$ cat src/rtl/if_fetch_unit_pkg.sv
// rtl/if_fetch_unit_pkg.sv - shared constants and IF/ID bundle type for the fetch stage
package if_fetch_unit_pkg;

    localparam int XLEN        = 32;
    localparam int IFID_PC_W   = XLEN;
    localparam int IFID_INST_W = 32;

    localparam logic [XLEN-1:0]        RESET_PC_DEF = 32'h0000_0000;
    localparam logic [IFID_INST_W-1:0] NOP_INST_DEF = 32'h0000_0013;

    typedef struct packed {
        logic                   valid;
        logic [IFID_PC_W-1:0]   pc;
        logic [IFID_PC_W-1:0]   pc4;
        logic [IFID_INST_W-1:0] inst;
    } ifid_t;

    function automatic logic [XLEN-1:0] align_word(input logic [XLEN-1:0] addr);
        return {addr[XLEN-1:2], 2'b00};
    endfunction

endpackage

$ cat src/rtl/if_fetch_unit_skid.sv
// rtl/if_fetch_unit_skid.sv - one-entry holding register for a ROM response that lands during a stall
module fetch_skid_buf
    import if_fetch_unit_pkg::*;
(
    input  logic                   clk_i,
    input  logic                   rst_ni,
    input  logic                   load_i,
    input  logic                   clear_i,
    input  logic                   consume_i,
    input  logic [IFID_PC_W-1:0]   pc_i,
    input  logic [IFID_INST_W-1:0] inst_i,
    output logic                   valid_o,
    output logic [IFID_PC_W-1:0]   pc_o,
    output logic [IFID_INST_W-1:0] inst_o
);

    logic                   valid_q;
    logic [IFID_PC_W-1:0]   pc_q;
    logic [IFID_INST_W-1:0] inst_q;

    // clear beats load: a flush must drop the response that arrives with it
    always_ff @(posedge clk_i or negedge rst_ni) begin
        if (!rst_ni) begin
            valid_q <= 1'b0;
            pc_q    <= '0;
            inst_q  <= '0;
        end else if (clear_i) begin
            valid_q <= 1'b0;
        end else if (load_i) begin
            valid_q <= 1'b1;
            pc_q    <= pc_i;
            inst_q  <= inst_i;
        end else if (consume_i) begin
            valid_q <= 1'b0;
        end
    end

    assign valid_o = valid_q;
    assign pc_o    = pc_q;
    assign inst_o  = inst_q;

endmodule

$ cat src/rtl/if_fetch_unit.sv
// rtl/if_fetch_unit.sv - fetch PC generation, 1-cycle ROM interface and IF/ID register
module if_fetch_unit
    import if_fetch_unit_pkg::*;
#(
    parameter logic [XLEN-1:0]        RESET_PC = RESET_PC_DEF,
    parameter logic [IFID_INST_W-1:0] NOP_INST = NOP_INST_DEF
) (
    input  logic                   cpu_clk,
    input  logic                   cpu_rst_n,
    input  logic                   stall_i,
    input  logic                   redirect_i,
    input  logic [XLEN-1:0]        redirect_pc_i,
    output logic                   irom_req_o,
    output logic [XLEN-1:0]        irom_addr_o,
    input  logic [IFID_INST_W-1:0] irom_inst_i,
    output logic                   id_valid_o,
    output logic [IFID_PC_W-1:0]   id_pc_o,
    output logic [IFID_PC_W-1:0]   id_pc4_o,
    output logic [IFID_INST_W-1:0] id_inst_o
);

    logic [XLEN-1:0]        pc_q, pc_d;
    logic [XLEN-1:0]        inflight_pc_q;
    logic                   inflight_q;
    ifid_t                  id_q, id_d;
    logic                   fetch_go;
    logic                   skid_valid;
    logic [IFID_PC_W-1:0]   skid_pc;
    logic [IFID_INST_W-1:0] skid_inst;

    assign fetch_go    = !stall_i && !redirect_i;
    assign irom_req_o  = cpu_rst_n && fetch_go;
    assign irom_addr_o = pc_q;

    fetch_skid_buf u_skid (
        .clk_i     (cpu_clk),
        .rst_ni    (cpu_rst_n),
        .load_i    (inflight_q && stall_i && !redirect_i),
        .clear_i   (redirect_i),
        .consume_i (fetch_go),
        .pc_i      (inflight_pc_q),
        .inst_i    (irom_inst_i),
        .valid_o   (skid_valid),
        .pc_o      (skid_pc),
        .inst_o    (skid_inst)
    );

    always_comb begin
        pc_d = pc_q;
        if (redirect_i) begin
            pc_d = align_word(redirect_pc_i);
        end else if (fetch_go) begin
            pc_d = pc_q + 32'd4;
        end
    end

    // Skid data is older than any live response, so it drains first on release.
    always_comb begin
        id_d = id_q;
        if (redirect_i) begin
            id_d.valid = 1'b0;
            id_d.inst  = NOP_INST;
        end else if (!stall_i) begin
            if (skid_valid) begin
                id_d = '{valid: 1'b1, pc: skid_pc, pc4: skid_pc + 32'd4, inst: skid_inst};
            end else if (inflight_q) begin
                id_d = '{valid: 1'b1, pc: inflight_pc_q, pc4: inflight_pc_q + 32'd4,
                         inst: irom_inst_i};
            end else begin
                id_d.valid = 1'b0;
                id_d.inst  = NOP_INST;
            end
        end
    end

    always_ff @(posedge cpu_clk or negedge cpu_rst_n) begin
        if (!cpu_rst_n) begin
            pc_q          <= RESET_PC;
            inflight_q    <= 1'b0;
            inflight_pc_q <= '0;
            id_q          <= '{valid: 1'b0, pc: '0, pc4: '0, inst: NOP_INST};
        end else begin
            pc_q       <= pc_d;
            inflight_q <= fetch_go;
            if (fetch_go) begin
                inflight_pc_q <= pc_q;
            end
            id_q <= id_d;
        end
    end

    assign id_valid_o = id_q.valid;
    assign id_pc_o    = id_q.pc;
    assign id_pc4_o   = id_q.pc4;
    assign id_inst_o  = id_q.inst;

endmodule

$ cat config.mk
export PLATFORM = sky130hd
export DESIGN_NAME = if_fetch_unit
export DESIGN_NICKNAME = d
export VERILOG_FILES = /design/src/rtl/if_fetch_unit_pkg.sv /design/src/rtl/if_fetch_unit_skid.sv /design/src/rtl/if_fetch_unit.sv
export SDC_FILE = /design/constraint.sdc
export NUM_CORES = 1
export LEC_CHECK = 0
export CAP_MARGIN = 20
export CORE_MARGIN = 5
export CORE_UTILIZATION = 52
export CTS_BUF_LIST = sky130_fd_sc_hd__clkbuf_16
export CTS_CLUSTER_SIZE = 25
export DETAILED_ROUTE_END_ITERATION = 8
export PLACE_DENSITY = 0.76
export SETUP_SLACK_MARGIN = 0.2
export SYNTH_ARGS = -nofsm -noshare
export SYNTH_HDL_FRONTEND = slang
export SYNTH_SLANG_ARGS = --single-unit
$ cat constraint.sdc
create_clock -name cpu_clk -period 3.4 [get_ports cpu_clk]
set_clock_uncertainty 0.1 [all_clocks]
set_input_delay 0.51 -clock cpu_clk [delete_from_list [all_inputs] [get_ports cpu_clk]]
set_output_delay 0.51 -clock cpu_clk [all_outputs]
set_load 0.02 [all_outputs]
==> results of run 1 <==
[cell usage after synthesis (9+ instances only)]
master,n
nand3b_1,9
o21ai_1,11
a22oi_1,33
mux2i_1,24
xnor2_1,33
clkbuf_1,39
nand3_1,25
o21ai_0,62
nor3_1,14
nand2_1,107
nand4_1,20
mux2_2,98
nor2_1,74
a21oi_1,37
dfrtp_1,214
xor2_1,11
o31ai_1,9
buf_2,10
[cell usage in the layout (no fill, tap or decap), types with 10 or more instances in the layout]
cell type | netlist | final
dfrtp_1 | 214 | 213
clkdlybuf4s50_1 | 0 | 186
nand2_1 | 107 | 106
mux2_2 | 98 | 98
nor2_1 | 74 | 73
o21ai_0 | 62 | 62
a21oi_1 | 37 | 37
xnor2_1 | 33 | 33
a22oi_1 | 33 | 33
nand3_1 | 25 | 25
mux2i_1 | 24 | 24
clkbuf_16 | 0 | 23
nand4_1 | 20 | 20
buf_4 | 7 | 19
nor3_1 | 14 | 14
xor2_1 | 11 | 11
inv_1 | 7 | 10
o21ai_1 | 11 | 10
[state kept, by name, indices dropped and copies added (netlist names)]
name,cells
id_pc_o,30
irom_addr_o,30
inflight_pc_q,30
inflight_q,1
u_skid.valid_o,1
u_skid.pc_o,30
id_valid_o,1
id_pc4_o,30
u_skid.inst_o,32
id_inst_o,32
[tightest hold or removal path, stage by stage]
cell and delay [ns]:
buf_2 0.16, nand2b_1 0.12, nor2_1 0.05
[cells by family (layout without fill, tap and decap cells)]
kind of cell / Yosys count / in the layout / share of synthesized area, %
simple gates: 292 / 292 / 14.0
flops: 217 / 217 / 53.5
compound gates: 183 / 183 / 11.5
mux: 123 / 123 / 13.4
buf+inv: 72 / 259 / 3.54
xor+xnor: 44 / 44 / 3.80
fa+ha+maj: 2 / 2 / 0.247
other cells: 1 / 6 / 0.0370
[report_power, final]
group / leakage [nW] / switching, mW / total, mW / internal, mW
sequential: 2.72 / 0.433 / 3.53 / 3.10
combinational: 2.34 / 0.906 / 1.84 / 0.939
clock: 0.397 / 1.01 / 2.55 / 1.54
[final timing paths]
kind | from | end | slack [ns] | depth (start not counted)
worst max register to register | u_skid.valid_o | id_pc4_o[26] | 0.70 | 8
worst max-delay path | cpu_rst_n | irom_req_o | 0.65 | 4
max in group asynchronous | cpu_rst_n | id_inst_o[10] | 1.72 | 3
worst min-delay path | stall_i | u_skid.valid_o | 0.27 | 3
min in group asynchronous | cpu_rst_n | id_pc4_o[4] | 0.33 | 2
worst min register to register | id_pc4_o[9] | id_pc4_o[9] | 0.37 | 2
[what timing repair did]
item,CTS,global route
setup endpoints to repair,0,0
hold endpoints to repair,20,0
hold buffers,1,0
[routing by layer]
metal,GRT usage (%),share of wire (%),vias up
met1,29.6,44,3695
met5,0,0.029,-
met4,5.67,2.1,2
met3,6.78,8.4,37
li1,-,-,3673
met2,34.1,46,190
[per-stage QoR]
stage / hold slack (ns) / cell area [sq um] / power (mW) / cells
floorplan: 0.114 / 10200 / 4.52 / 939
global placement: 0.258 / 12200 / 5.35 / 1348
detailed placement: 0.259 / 12200 / 5.43 / 1348
CTS: 0.246 / 13000 / 8.02 / 1391
global route: 0.283 / 13000 / 8.35 / 1391
finish: 0.270 / 13000 / 7.92 / 1391
[cell type report]
| class | instances | share of cell area, % |
|---|---|---|
| Sequential cell | 217 | 41.8 |
| Multi-Input combinational cell | 650 | 33.7 |
| Timing Repair Buffer | 210 | 15.8 |
| Clock buffer | 23 | 4.42 |
| Tap cell | 265 | 2.55 |
| Clock inverter | 19 | 1.50 |
| Inverter | 7 | 0.202 |
==> impl_metrics.yaml, run 1 <==
global_routing:
  track_usage_pct: 21.7
  grt_first_pass_wirelength_um: 39800
  grt_pass1_vias: 7603
  grt_max_degree: 128
  antenna_found_initial: 1
  overflow: 0
sta:
  fin_crit_ns: 2.75
  setup_viol: 0
  fin_setup_tns_ns: 0
  worst_slack_ns: 0.650
  fmax_mhz: 364
  min_period_over_period_pct: 80.9
  final_hold_viol_count: 0
  slew-limit-headroom_pct: 38.3
  rsz0062_at_grt: "no"
  maxSlewViolCount: 0
  tightestPinTransition_ns: 0.926
worst_setup_path:
  path_class: "in -> out"
  crit_arrival_ns: 2.14
  path_cells: "dlygate4sd3_1 > buf_8 > and2_1 > clkdlybuf4s50_1"
  crit_path_max_fanout: 23
  slowest_stage: "clkdlybuf4s50_1"
  start_kind: "input port"
  path_delay_family: "buffers and inverters"
  endpoint_kind: "primary output"
  worst_path_largest_cell_delay_ns: 0.62
  cp.buffers_inverters: 3
  worstPathRequired_ns: 2.79
clock_network:
  tritoncts: "yes"
  clockBufferDepth: 3
  clock-sinks: 217
  numCtsBuffers: 23
  clock_latency_ns: 0.51
  cts.repair.resized: 0
  cts_setup_buffers: 0
  h-tree-depth: 1
  path_clk_slew_ns: 0.06
  root_buffer: "clkbuf_16"
routing:
  first_pass_iters: 4
  finalWirelength_um: 24200
  drc: 0
  drt_iter0_drc: 353
  vias_per_cell: 5.46
  drt-wirelength-per-cell_um: 17.4
  ant_nets: 0
  vias: 7597
power_and_ir_drop:
  vdd_drop_max_mv: 0.449
  p_per_area_nw_per_um2: 608
  leakage_nw: 5.46
cells_and_area:
  fill_cells: 1552
  register_area_sq_um: 5440
  nets: 1179
  synthToLayoutAreaGrowth_pct: 28.3
  drive_gt1_share_pct: 15.6
  multi_input_area_sq_um: 4390
  insertedDiodeCount: 0
  fin_util_pct: 67.3
synthesis:
  synth-main-ff-cell: "dfrtp_1"
  yosys_warnings: 0
  postSynth.asyncResetShare_pct: 100
  synth-edff-count: 0
  synth_cell_type_count: 62
  synth_top_area_share_pct: 52.8
  syn_area_sq_um: 10100
  yosys-top-cells-area: "dfrtp_1 (53%), mux2_2 (11%), nand2_1 (4.0%)"
  ys_ff_latch: 217
  yosysSeqAreaShare_pct: 53.5
  yosysTopAreaCell: "dfrtp_1"
  synthCells: 934
  avgSynthCellArea_sq_um: 10.9
place:
  dp_slack_ns: 0.722
  hpwl_um: 16700
  gp_congestion: 0.813
  numPortBuffers: 189
floorplan:
  row_count: 51
  die_x_um: 150
  die_y_um: 150
  dieArea_sq_um: 22400
  start_util_pct: 52.5
  io_pins: 198
  core_sq_um: 19300
min_path:
  hold_path.class: "in -> reg"
run_status:
  outcome: "finished clean"
run:
  drv_cap: 0
No activity file was read; power rests on OpenSTA's default activity.
==> run 2, diff against run 1 <==
CORE_UTILIZATION = 47   (was 52)
PLACE_DENSITY = 0.72   (was 0.76)
clock period = 2.4 ns   (was 3.4 ns; I/O delays follow)
==> impl_metrics.yaml, run 2 (synthesis results as in run 1) <==
floorplan:
  row_count: 53
  dieArea_sq_um: 24600
  core_sq_um: 21200
  die_y_um: 157
  die_x_um: 157
  io_pins: 198
  start_util_pct: 48.0
place:
  numPortBuffers: 189
  dp.cells: 1380
  hpwl_um: 17400
  gp_congestion: 0.854
worst_setup_path:
  worst_r2r_endpoint: "id_pc4_o[27]"
  crit_path_max_fanout: 6
  rr_worst_depth: 9
  worstPathRequired_ns: 2.71
  r2r_slack_ns: 0.007
  timing.rr.start: "u_skid.valid_o"
  crit_arrival_ns: 2.70
  start_kind: "flop"
  endpoint_kind: "flop"
  path_class: "reg -> reg"
sta:
  whs_ns: -0.00315
  slew-limit-headroom_pct: 37.1
  rsz0062_at_grt: "yes"
  fin_crit_ns: 2.39
  fmax_mhz: 418
  maxSlewViolCount: 0
  min_period_over_period_pct: 99.7
  final_hold_viol_count: 3
  tightestPinTransition_ns: 0.944
  setup_viol: 0
clock_network:
  path_clk_slew_ns: 0.06
  clock_latency_ns: 0.51
  clock-sinks: 217
  tritoncts: "yes"
  h-tree-depth: 1
  numCtsBuffers: 24
  root_buffer: "clkbuf_16"
  clockBufferDepth: 3
cells_and_area:
  fill_cells: 1705
  synthToLayoutAreaGrowth_pct: 34.6
  drive_gt1_share_pct: 20.7
  final_cell_mix: "dfrtp_1 (212), clkdlybuf4s50_1 (185), nand2_1 (104), mux2_2 (97), nor2_1 (73)"
  final_common_cell: "dfrtp_1"
  nets: 1225
  multi_input_area_sq_um: 4560
  register_area_sq_um: 5440
  fin_cells: 1447
min_path:
  hold_path.class: "in -> async"
power_and_ir_drop:
  vdd_drop_max_mv: 0.604
  leakage_nw: 5.81
  p_per_area_nw_per_um2: 845
  finalPower_mw: 11.5
run_status:
  failed_checks: "negative hold slack"
  outcome: "finished with violations"
routing:
  ant_nets: 0
  drt_iter0_drc: 436
  vias_per_cell: 5.42
  drc: 0
  first_pass_iters: 5
  drt-wirelength-per-cell_um: 18.1
  finalWirelength_um: 26200
  vias: 7845
global_routing:
  overflow: 0
  grt_first_pass_wirelength_um: 42000
  track_usage_pct: 20.9
  antenna_found_initial: 1
  grt_pass1_vias: 7909
  grt_max_degree: 146
run:
  drv_cap: 0
-- run 2: changes by cell type in the layout (fill, tap and decap cells not counted), sizes merged --
cell and delta:
clkdlybuf4s50 -1, clkinv +1, dlymetal6s2s +1, diode +1, inv -3, clkbuf +3
buf +44
-- run 2: per-layer routing --
layer | global-route usage [%] | vias to the layer above | part of all wire (%)
li1 | - | 3758 | -
met1 | 28.0 | 3828 | 43
met2 | 33.8 | 221 | 47
met3 | 6.46 | 36 | 8.5
met4 | 4.67 | 2 | 1.6
met5 | 0 | - | 0.027
-- run 2: worst max-delay path: stages (launching register included) --
cell and delay [ns]:
dfrtp_4 0.53, buf_6 0.15, nand3b_1 0.20, a222oi_1 0.40, buf_4 0.20, nand4_4 0.11
buf_6 0.15, buf_6 0.12, o21a_1 0.16, o31ai_1 0.18
-- run 2: what timing repair did --
item	4_1_cts	5_1_grt
endpoints found under the setup margin	12	60
pin swaps	23	19
setup buffers	16	4
gates resized for setup	25	27
gates cloned	2	1
hold buffers	1	0
hold endpoints to repair	142	0
-- run 2: report_power, final --
part	leakage (nW)	switching, mW	internal (mW)
logic	2.69	1.37	1.43
registers	2.72	0.590	4.39
clock network	0.400	1.46	2.30
total	5.81	3.42	8.12
-- run 2: layout make-up --
| type | instances | area share, % |
|---|---|---|
| repair buffers | 255 | 18.2 |
| inverters | 7 | 0.211 |
| flip-flops and latches | 217 | 39.8 |
| clock buffers | 25 | 4.58 |
| multi-input cells | 650 | 33.4 |
| clock inverters | 17 | 1.28 |
| well taps | 275 | 2.52 |
| diodes | 1 | 0.0183 |
-- run 2: metrics by stage --
step	worst slack [ns]	setup TNS [ns]	instance area, sq um	util, %
2_1_floorplan	-0.199	-0.824	10200	-
3_3_place_gp	0.0150	0	12400	58.8
3_5_place_dp	0.000116	0	12400	58.8
4_1_cts	0.0652	0	13500	63.7
5_1_grt	-0.0597	-0.397	13700	64.5
6_report	0.00699	0	13700	64.6
-- run 2: how the worst max path moves through the flow --
stage / cells past startpoint / start / end
floorplan: 12 / u_skid.valid_o / id_pc4_o[22]
global placement: 8 / u_skid.valid_o / id_pc4_o[26]
detailed placement: 8 / u_skid.valid_o / id_pc4_o[26]
CTS: 10 / u_skid.valid_o / id_pc4_o[28]
global route: 9 / u_skid.valid_o / id_pc4_o[28]
finish: 9 / u_skid.valid_o / id_pc4_o[27]
